===== config.mk =====
export PLATFORM = sky130hd
export DESIGN_NAME = execute_muldiv_ctrl_flat
export DESIGN_NICKNAME = d
export VERILOG_FILES = /design/src/rtl/execute_muldiv_ctrl_pkg.sv /design/src/rtl/execute_muldiv_ctrl_if.sv /design/src/rtl/execute_muldiv_ctrl_iter_core.sv /design/src/rtl/execute_muldiv_ctrl.sv /design/src/flat_wrapper.sv
export SDC_FILE = /design/constraint.sdc
export NUM_CORES = 1
export LEC_CHECK = 0
export CORE_MARGIN = 2
export CORE_UTILIZATION = 64
export CTS_BUF_LIST = sky130_fd_sc_hd__clkbuf_8 sky130_fd_sc_hd__clkbuf_16
export CTS_CLUSTER_DIAMETER = 80
export DETAILED_ROUTE_END_ITERATION = 6
export PLACE_DENSITY_LB_ADDON = 0.2
export SLEW_MARGIN = 5
export SYNTH_ARGS = -nofsm -noshare
export SYNTH_HDL_FRONTEND = slang
export SYNTH_SLANG_ARGS = --single-unit

===== constraint.sdc =====
create_clock -name md_clk -period 5.9 [get_ports md_clk]
set_input_delay 0.885 -clock md_clk [delete_from_list [all_inputs] [get_ports md_clk]]
set_output_delay 0.885 -clock md_clk [all_outputs]
set_load 0.05 [all_outputs]

===== src/rtl/execute_muldiv_ctrl_pkg.sv =====
// execute_muldiv_ctrl_pkg: shared execute-stage widths, opcode/funct codes and decode helpers
package execute_muldiv_ctrl_pkg;
  localparam int DWIDTH = 32;
  localparam int OPCODE_WIDTH = 6;
  localparam int FUNCT_WIDTH = 6;
  localparam logic [OPCODE_WIDTH-1:0] RTYPE = 6'h00;
  localparam logic [FUNCT_WIDTH-1:0] MFHI = 6'h10;
  localparam logic [FUNCT_WIDTH-1:0] MTHI = 6'h11;
  localparam logic [FUNCT_WIDTH-1:0] MFLO = 6'h12;
  localparam logic [FUNCT_WIDTH-1:0] MTLO = 6'h13;
  localparam logic [FUNCT_WIDTH-1:0] MULT = 6'h18;
  localparam logic [FUNCT_WIDTH-1:0] MULTU = 6'h19;
  localparam logic [FUNCT_WIDTH-1:0] DIV = 6'h1a;
  localparam logic [FUNCT_WIDTH-1:0] DIVU = 6'h1b;

  function automatic logic is_muldiv_funct(input logic [FUNCT_WIDTH-1:0] f);
    return f == MULT || f == MULTU || f == DIV || f == DIVU;
  endfunction

  function automatic logic is_md_funct(input logic [FUNCT_WIDTH-1:0] f);
    return is_muldiv_funct(f) || f == MFHI || f == MFLO || f == MTHI || f == MTLO;
  endfunction
endpackage


===== src/rtl/execute_muldiv_ctrl_if.sv =====
// execute_muldiv_ctrl_if: execute-stage request and HI/LO result bundle of the mul/div sequencer
interface execute_muldiv_ctrl_if #(parameter int DWIDTH = execute_muldiv_ctrl_pkg::DWIDTH);
  import execute_muldiv_ctrl_pkg::*;
  logic ce;
  logic flush;
  logic [OPCODE_WIDTH-1:0] alu_op;
  logic [FUNCT_WIDTH-1:0] funct;
  logic [DWIDTH-1:0] data_rs;
  logic [DWIDTH-1:0] data_rt;
  logic stall;
  logic busy;
  logic [DWIDTH-1:0] value;
  logic value_valid;
  logic [DWIDTH-1:0] hi;
  logic [DWIDTH-1:0] lo;
  modport master(output ce, flush, alu_op, funct, data_rs, data_rt,
                 input stall, busy, value, value_valid, hi, lo);
  modport slave(input ce, flush, alu_op, funct, data_rs, data_rt,
                output stall, busy, value, value_valid, hi, lo);
endinterface


===== src/rtl/execute_muldiv_ctrl_iter_core.sv =====
// execute_muldiv_ctrl_iter_core: one shift-add multiply or restoring-divide step on the {hi,lo} accumulator
module execute_muldiv_ctrl_iter_core #(parameter int DWIDTH = execute_muldiv_ctrl_pkg::DWIDTH) (
  input  logic              is_div,
  input  logic [DWIDTH-1:0] acc_hi,
  input  logic [DWIDTH-1:0] acc_lo,
  input  logic [DWIDTH-1:0] opnd,
  output logic [DWIDTH-1:0] nxt_hi,
  output logic [DWIDTH-1:0] nxt_lo
);
  logic [DWIDTH:0] sum, rem_sh, diff;
  always_comb begin
    sum = {1'b0, acc_hi} + (acc_lo[0] ? {1'b0, opnd} : '0);
    rem_sh = {acc_hi, acc_lo[DWIDTH-1]};
    diff = rem_sh - {1'b0, opnd};
    // diff[DWIDTH] set means the trial subtract underflowed: restore
    nxt_hi = is_div ? (diff[DWIDTH] ? rem_sh[DWIDTH-1:0] : diff[DWIDTH-1:0]) : sum[DWIDTH:1];
    nxt_lo = is_div ? {acc_lo[DWIDTH-2:0], ~diff[DWIDTH]} : {sum[0], acc_lo[DWIDTH-1:1]};
  end
endmodule


===== src/rtl/execute_muldiv_ctrl.sv =====
// execute_muldiv_ctrl: multi-cycle MULT/DIV sequencer owning HI/LO, serving MF/MT and stalling the pipe
module execute_muldiv_ctrl #(parameter int DWIDTH = execute_muldiv_ctrl_pkg::DWIDTH) (
  input logic md_clk,
  input logic md_rst,
  execute_muldiv_ctrl_if.slave md
);
  import execute_muldiv_ctrl_pkg::*;
  typedef enum logic [1:0] {IDLE, BUSY, FIXUP} state_t;
  localparam int CW = $clog2(DWIDTH);
  state_t state, state_nxt;
  logic [CW-1:0] cnt;
  logic [DWIDTH-1:0] hi, lo, acc_hi, acc_lo, opnd, rs_raw, nxt_hi, nxt_lo;
  logic [DWIDTH-1:0] abs_rs, abs_rt, fix_hi, fix_lo;
  logic [2*DWIDTH-1:0] prod;
  logic is_div, neg_q, neg_r, div_zero;
  logic md_op, idle, start, mf, s_rs, s_rt, div_op;

  assign md_op = md_rst && md.ce && !md.flush && md.alu_op == RTYPE && is_md_funct(md.funct);
  assign div_op = md.funct == DIV || md.funct == DIVU;
  assign s_rs = (md.funct == MULT || md.funct == DIV) && md.data_rs[DWIDTH-1];
  assign s_rt = (md.funct == MULT || md.funct == DIV) && md.data_rt[DWIDTH-1];
  assign abs_rs = s_rs ? -md.data_rs : md.data_rs;
  assign abs_rt = s_rt ? -md.data_rt : md.data_rt;

  execute_muldiv_ctrl_iter_core #(.DWIDTH(DWIDTH)) u_core (
    .is_div(is_div),
    .acc_hi(acc_hi),
    .acc_lo(acc_lo),
    .opnd(opnd),
    .nxt_hi(nxt_hi),
    .nxt_lo(nxt_lo)
  );

  always_ff @(posedge md_clk or negedge md_rst)
    if (!md_rst) state <= IDLE;
    else state <= state_nxt;

  always_comb begin
    idle = state == IDLE;
    start = md_op && idle && is_muldiv_funct(md.funct);
    mf = md_op && idle && (md.funct == MFHI || md.funct == MFLO);
    state_nxt = md.flush ? IDLE : start ? BUSY : state == FIXUP ? IDLE :
                (state == BUSY && cnt == CW'(DWIDTH - 1)) ? FIXUP : state;
    md.stall = md_op && !idle;
    md.busy = !idle;
    md.value_valid = mf;
    md.value = mf ? (md.funct == MFHI ? hi : lo) : '0;
  end

  // Divide by zero bypasses sign correction and reports the raw dividend
  always_comb begin
    prod = neg_q ? -{acc_hi, acc_lo} : {acc_hi, acc_lo};
    fix_hi = !is_div ? prod[2*DWIDTH-1:DWIDTH] : div_zero ? rs_raw : neg_r ? -acc_hi : acc_hi;
    fix_lo = !is_div ? prod[DWIDTH-1:0] : div_zero ? '1 : neg_q ? -acc_lo : acc_lo;
  end

  always_ff @(posedge md_clk or negedge md_rst)
    if (!md_rst) begin
      cnt <= '0;
      hi <= '0;
      lo <= '0;
      acc_hi <= '0;
      acc_lo <= '0;
      opnd <= '0;
      rs_raw <= '0;
      is_div <= 1'b0;
      neg_q <= 1'b0;
      neg_r <= 1'b0;
      div_zero <= 1'b0;
    end else begin
      if (start) begin
        cnt <= '0;
        is_div <= div_op;
        acc_hi <= '0;
        acc_lo <= div_op ? abs_rs : abs_rt;
        opnd <= div_op ? abs_rt : abs_rs;
        rs_raw <= md.data_rs;
        neg_q <= s_rs ^ s_rt;
        neg_r <= s_rs;
        div_zero <= md.data_rt == '0;
      end else if (state == BUSY) begin
        acc_hi <= nxt_hi;
        acc_lo <= nxt_lo;
        cnt <= cnt + 1'b1;
      end
      if (state == FIXUP && !md.flush) begin
        hi <= fix_hi;
        lo <= fix_lo;
      end else if (md_op && idle) begin
        if (md.funct == MTHI) hi <= md.data_rs;
        if (md.funct == MTLO) lo <= md.data_rs;
      end
    end

  assign md.hi = hi;
  assign md.lo = lo;
endmodule


===== src/flat_wrapper.sv =====
// flat-port wrapper written by rule: the top's interface ports become plain ports
module execute_muldiv_ctrl_flat import execute_muldiv_ctrl_pkg::*;
#(parameter int DWIDTH = execute_muldiv_ctrl_pkg::DWIDTH)
  (md_clk, md_rst, md_ce, md_flush, md_alu_op, md_funct, md_data_rs, md_data_rt, md_stall, md_busy, md_value, md_value_valid, md_hi, md_lo);
  execute_muldiv_ctrl_if #(.DWIDTH(DWIDTH)) md_i ();
  input logic md_clk;
  input logic md_rst;
  input wire logic [$bits(md_i.ce)-1:0] md_ce;
  input wire logic [$bits(md_i.flush)-1:0] md_flush;
  input wire logic [$bits(md_i.alu_op)-1:0] md_alu_op;
  input wire logic [$bits(md_i.funct)-1:0] md_funct;
  input wire logic [$bits(md_i.data_rs)-1:0] md_data_rs;
  input wire logic [$bits(md_i.data_rt)-1:0] md_data_rt;
  output wire logic [$bits(md_i.stall)-1:0] md_stall;
  output wire logic [$bits(md_i.busy)-1:0] md_busy;
  output wire logic [$bits(md_i.value)-1:0] md_value;
  output wire logic [$bits(md_i.value_valid)-1:0] md_value_valid;
  output wire logic [$bits(md_i.hi)-1:0] md_hi;
  output wire logic [$bits(md_i.lo)-1:0] md_lo;
  assign md_i.ce = md_ce;
  assign md_i.flush = md_flush;
  assign md_i.alu_op = md_alu_op;
  assign md_i.funct = md_funct;
  assign md_i.data_rs = md_data_rs;
  assign md_i.data_rt = md_data_rt;
  assign md_stall = md_i.stall;
  assign md_busy = md_i.busy;
  assign md_value = md_i.value;
  assign md_value_valid = md_i.value_valid;
  assign md_hi = md_i.hi;
  assign md_lo = md_i.lo;
  execute_muldiv_ctrl #(.DWIDTH(DWIDTH)) u_core (.md_clk(md_clk), .md_rst(md_rst), .md(md_i));
endmodule

### Word level (Yosys, flattened, before mapping)

Cells that the tools add are included.

* memory bits (read-only): 0
* bits of input ports: 80
* latch bits: 0
* memories kept: 0
* word-level logic and storage cells: 100
* RAM bits: 0
* flip-flop bits (word level): 203

* reductions and logical operators: 34
* add/subtract/negate cells: 8
* divide/modulo/power cells: 0
* shift operators: 0
* equality and inequality tests: 11
* multiply operators: 0
* mux-type cells: 33
* magnitude comparators: 0
* bitwise operators: 2

Operators with widths (count)
* $mux 32: 26
* $neg 32->32: 4
* $mux 64: 1
* $neg 64->64: 1
* $eq 6x5->1 const B: 8
* $add 32x33->33: 1
* $sub 33x32->33: 1
* $logic_not 32->1: 1
* $logic_and 1x1->1: 12
* $logic_or 1x1->1: 10
* $mux 5: 2
* $mux 2: 4
* $reduce_bool 2->1: 4
* $logic_not 6->1: 1
* $add 5x1->5 const B: 1
* $eq 5x5->1 const B: 1
* $reduce_and 2->1: 2
* $reduce_bool 4->1: 1
* $eq 2x1->1 const B: 1
* $eq 2x2->1 const B: 1
* $logic_not 1->1: 2
* $logic_not 2->1: 1
* $not 1->1: 1
* $xor 1x1->1: 1

### Longest topological paths before layout

* word-level depth: 13
* depth in mapped cells: 14
* depth with buffers taken out: 13

### Cells and area by module

From an unflattened synthesis, not the netlist that was laid out.

* cells, all modules: 2406
* area, all modules: 18725.5 um2

Modules (own cells, without submodules)
* execute_muldiv_ctrl: sequential area each 5079.9 um2, cells each 1723, area each 14015.9 um2, instances 1
* execute_muldiv_ctrl_iter_core: sequential area each 0.0 um2, cells each 683, area each 4709.5 um2, instances 1

### Least setup slack after synthesis

OpenSTA, ideal clock, no wires.

* path kind: input to output
* start point: input port md_alu_op[1]
* end point: output port md_value[22]
* setup slack: 1.591 ns
* data arrival time: 3.424 ns
* required time: 5.015 ns
* buffers on the path: 2
* stages on the path: 7
* path through: or4_1 nor4_2 nand3_1 or4_1 clkbuf_1 clkbuf_1 a21oi_1

* word-level cells in the longest chain between the ends: 6

RTL lines
* start, declared: line flat_wrapper.sv:10 `input wire logic [$bits(md_i.alu_op)-1:0] md_alu_op;`
* $logic_not 6->1: line execute_muldiv_ctrl.sv:18 `assign md_op = md_rst && md.ce && !md.flush && md.alu_op == RTYPE && is_md_funct(md.funct);`
* $logic_and 1x1->1 (2 in series): line execute_muldiv_ctrl.sv:18
* $logic_and 1x1->1 (2 in series): line execute_muldiv_ctrl.sv:41 `mf = md_op && idle && (md.funct == MFHI || md.funct == MFLO);`
* $mux 32: line execute_muldiv_ctrl.sv:47 `md.value = mf ? (md.funct == MFHI ? hi : lo) : '0;`
* end, declared: line flat_wrapper.sv:16 `output wire logic [$bits(md_i.value)-1:0] md_value;`

No other way between the ends.

### Worst setup path in the final report

* start point: input port md_alu_op[1]
* end point: output port md_value[19]

Same word-level chain as after synthesis.

==> flow_summary.yaml <==
sta:
  rsz0062_at_grt: "false"
  slew-limit-headroom_pct: 12.9
  setup_ws_ps: 633
  fin_skew_ps: 33.8
  max_freq_mhz: 190
  fin_crit_ps: 5270
  slew_violations: 0
  hold_viol: 0
  setup_viol: 0
  tightestPinTransition_ps: 1310
  finalCritPeriodShare_pct: 89.3
  fin_tns_setup_ps: 0
synth:
  synth_seq_cells: 203
  synth.distinct_cells: 85
  syn_area_um2: 17700
  synthTopCellsByCount: "nand2_1, dfrtp_1, o21ai_0, a21oi_1, nor2_1"
  synth.avg_cell_area_um2: 7.65
  synth_xor_area_share_pct: 10.1
  synthSimpleGateAreaFrac_pct: 21.4
  synth_ff_type: "dfrtp_1"
  synth.largest_area_cell: "dfrtp_1"
  synth-edff-count: 0
  synth-compound-area-share_pct: 23.9
  syn-instance-count: 2320
  netlist_top_cells_area: "dfrtp_1, nand2_1, o21ai_0"
  synthesis.nets: 2472
  yosys.area.top_type_share_pct: 28.6
  yosysWarningCount: 0
  synth_top_family_by_area: "compound AO/OA/AOI/OAI gates"
  muxShareOfSynthArea_pct: 5.61
  ys_async_sr_fraction_pct: 100
  post_synth_fa_ha_maj_area_fraction_pct: 5.16
  ys_seq_area_share_pct: 28.6
  synth_most_common_cell: "nand2_1"
grt:
  grt_pass1_vias: 17800
  grt_usage_pct: 47.1
  grt_max_degree: 163
  grt_pass1_wl_um: 104000
  antenna_found_initial: 3
  grt-ovfl-total: 0
power_and_ir_drop:
  p_per_area_nw_per_um2: 214
  p_leak_nw: 8.23
  irDropWorstVdd_uv: 252
worst_setup_path:
  cp-start-kind: "input port"
  end_kind: "output port"
  required_ps: 5020
  reg2reg_slack_ps: 1330
  crit_type: "in2out"
  critPathLaunch: "md_alu_op[1]"
  cp.arrival_ps: 4380
  worstReg2RegStart: "u_core.acc_hi[0]"
  crit_path_max_fanout: 33
placement:
  gp_congestion: 0.987
  dp_worst_setup_slack_ps: 736
  hpwl_um: 49000
  port_buffers: 178
  post_dp_cell_area_um2: 19600
clock_network:
  post_cts_buffers: 0
  clock-sinks: 203
  cts_tree: "yes"
  clock_latency_ps: 550
  numCtsBuffers: 23
  h-tree-depth: 1
  clk_pin_slew_ps: 60
  clockBufferDepth: 3
  ctsHoldBuffers: 0
  postCtsResizedCells: 0
  clockRootBuffer: "clkbuf_16"
floorplan:
  die_w_um: 171
  dieArea_um2: 29100
  core_area_um2: 27100
  io_pins: 179
  die_h_um: 171
  initial_core_util_pct: 65.5
  rows: 60
status:
  status: "finished, final reports clean"
final_layout:
  drive_above_1_share_pct: 7.12
  nets: 2524
  area_delta_synth_final_pct: 14.6
  final_area_um2: 20300
route:
  drtIter0Drc: 3064
  avgRoutedWirePerCell_um: 24.7
  postRouteAntennaNets: 0
  dr.pass1.iters: 7
  routed_wl_um: 68200
  vias_per_cell: 6.90
  drcViolationCount: 0
  dr_total_vias: 19100
flow_run:
  drv_cap: 0
worst_hold_path:
  min_path_type: "in2async"
## sequential cells by signal (all words and copies together) (netlist names)
signal	flops
u_core.md.hi	32
u_core.state	2
u_core.opnd	32
u_core.neg_r	1
u_core.neg_q	1
u_core.cnt	5
u_core.acc_lo	32
u_core.acc_hi	32
u_core.md.lo	32
u_core.is_div	1
u_core.rs_raw	32
u_core.div_zero	1
## power by group
group | switching (mW) | total [mW] | leakage [nW] | internal (mW)
clock | 0.620 | 1.37 | 0.377 | 0.751
combinational | 0.784 | 1.31 | 5.24 | 0.529
sequential | 0.213 | 1.66 | 2.62 | 1.45
total | 1.62 | 4.35 | 8.23 | 2.73
## logic make-up (layout without fill, tap and decap cells)
| group | count (synthesis) | after routing |
|---|---|---|
| simple gates | 827 | 827 |
| flops | 203 | 203 |
| other cells | 0 | 1 |
| compound gates | 678 | 678 |
| fa+ha+maj | 72 | 72 |
| buf+inv | 241 | 310 |
| mux | 96 | 96 |
| xor+xnor | 203 | 203 |
## cell usage in the layout, fill, tap and decap left out, drive strengths merged, types with 11 or more instances in the layout
cell type	instances
or3	15
xor2	111
o21ai	210
a22o	11
nand2b	24
or4	20
clkdlybuf4s50	144
dfrtp	203
a21oi	181
nand3	43
a211oi	11
a21o	16
a32oi	31
clkbuf	27
inv	71
o31ai	33
nor2	159
mux2	28
xnor2	92
buf	58
o22ai	17
nand4	19
o41ai	13
or2	12
a221oi	14
nor4	18
ha	70
nand2	429
a22oi	33
mux2i	68
nor2b	15
a31oi	25
nor3	35
o211ai	35
## metrics by stage
step / power (mW) / utilization, % / hold WS [ps] / std cells
after floorplan: 2.50 / - / 440 / 2320
after detailed placement: 2.93 / 72.4 / 460 / 2719
after global placement: 2.90 / 72.4 / 457 / 2719
final: 4.35 / 75.0 / 287 / 2762
after global routing: 4.51 / 75.0 / 314 / 2762
after CTS: 4.28 / 75.0 / 301 / 2761
## area by class of cell
cell class	instances	area, um2
Multi-Input combinational cell	1876	11800
Timing Repair Buffer	203	2070
Clock inverter	16	87.6
Tap cell	372	465
Fill cell	2060	6770
Inverter	65	244
Clock buffer	26	617
Sequential cell	203	5080
Antenna cell	1	2.50
## worst paths after layout
kind	end	cells past startpoint
setup / recovery	md_value[19]	7
hold / removal	u_core.md.hi[19]	1
setup reg to reg	u_core.acc_hi[0]	12
hold reg to reg	u_core.rs_raw[30]	2
max in group asynchronous	u_core.md.hi[20]	2
min in group md_clk	u_core.rs_raw[30]	2
## per-layer routing
| metal | global-route usage, % | vias to the layer above | part of all wire [%] |
|---|---|---|---|
| li1 | - | 8360 | - |
| met1 | 60.1 | 8934 | 36 |
| met4 | 29.2 | 2 | 7.3 |
| met3 | 16.1 | 275 | 16 |
| met5 | 0 | - | 0.026 |
| met2 | 68.7 | 1500 | 41 |
## worst max-delay path, cell delays in order
cell	delay (ps)
clkdlybuf4s50_1	400
or4_1	540
nor4_2	540
nand3_1	390
or4_1	1000
a21oi_1	440
buf_12	180
No activity file was read; power rests on OpenSTA's default activity.
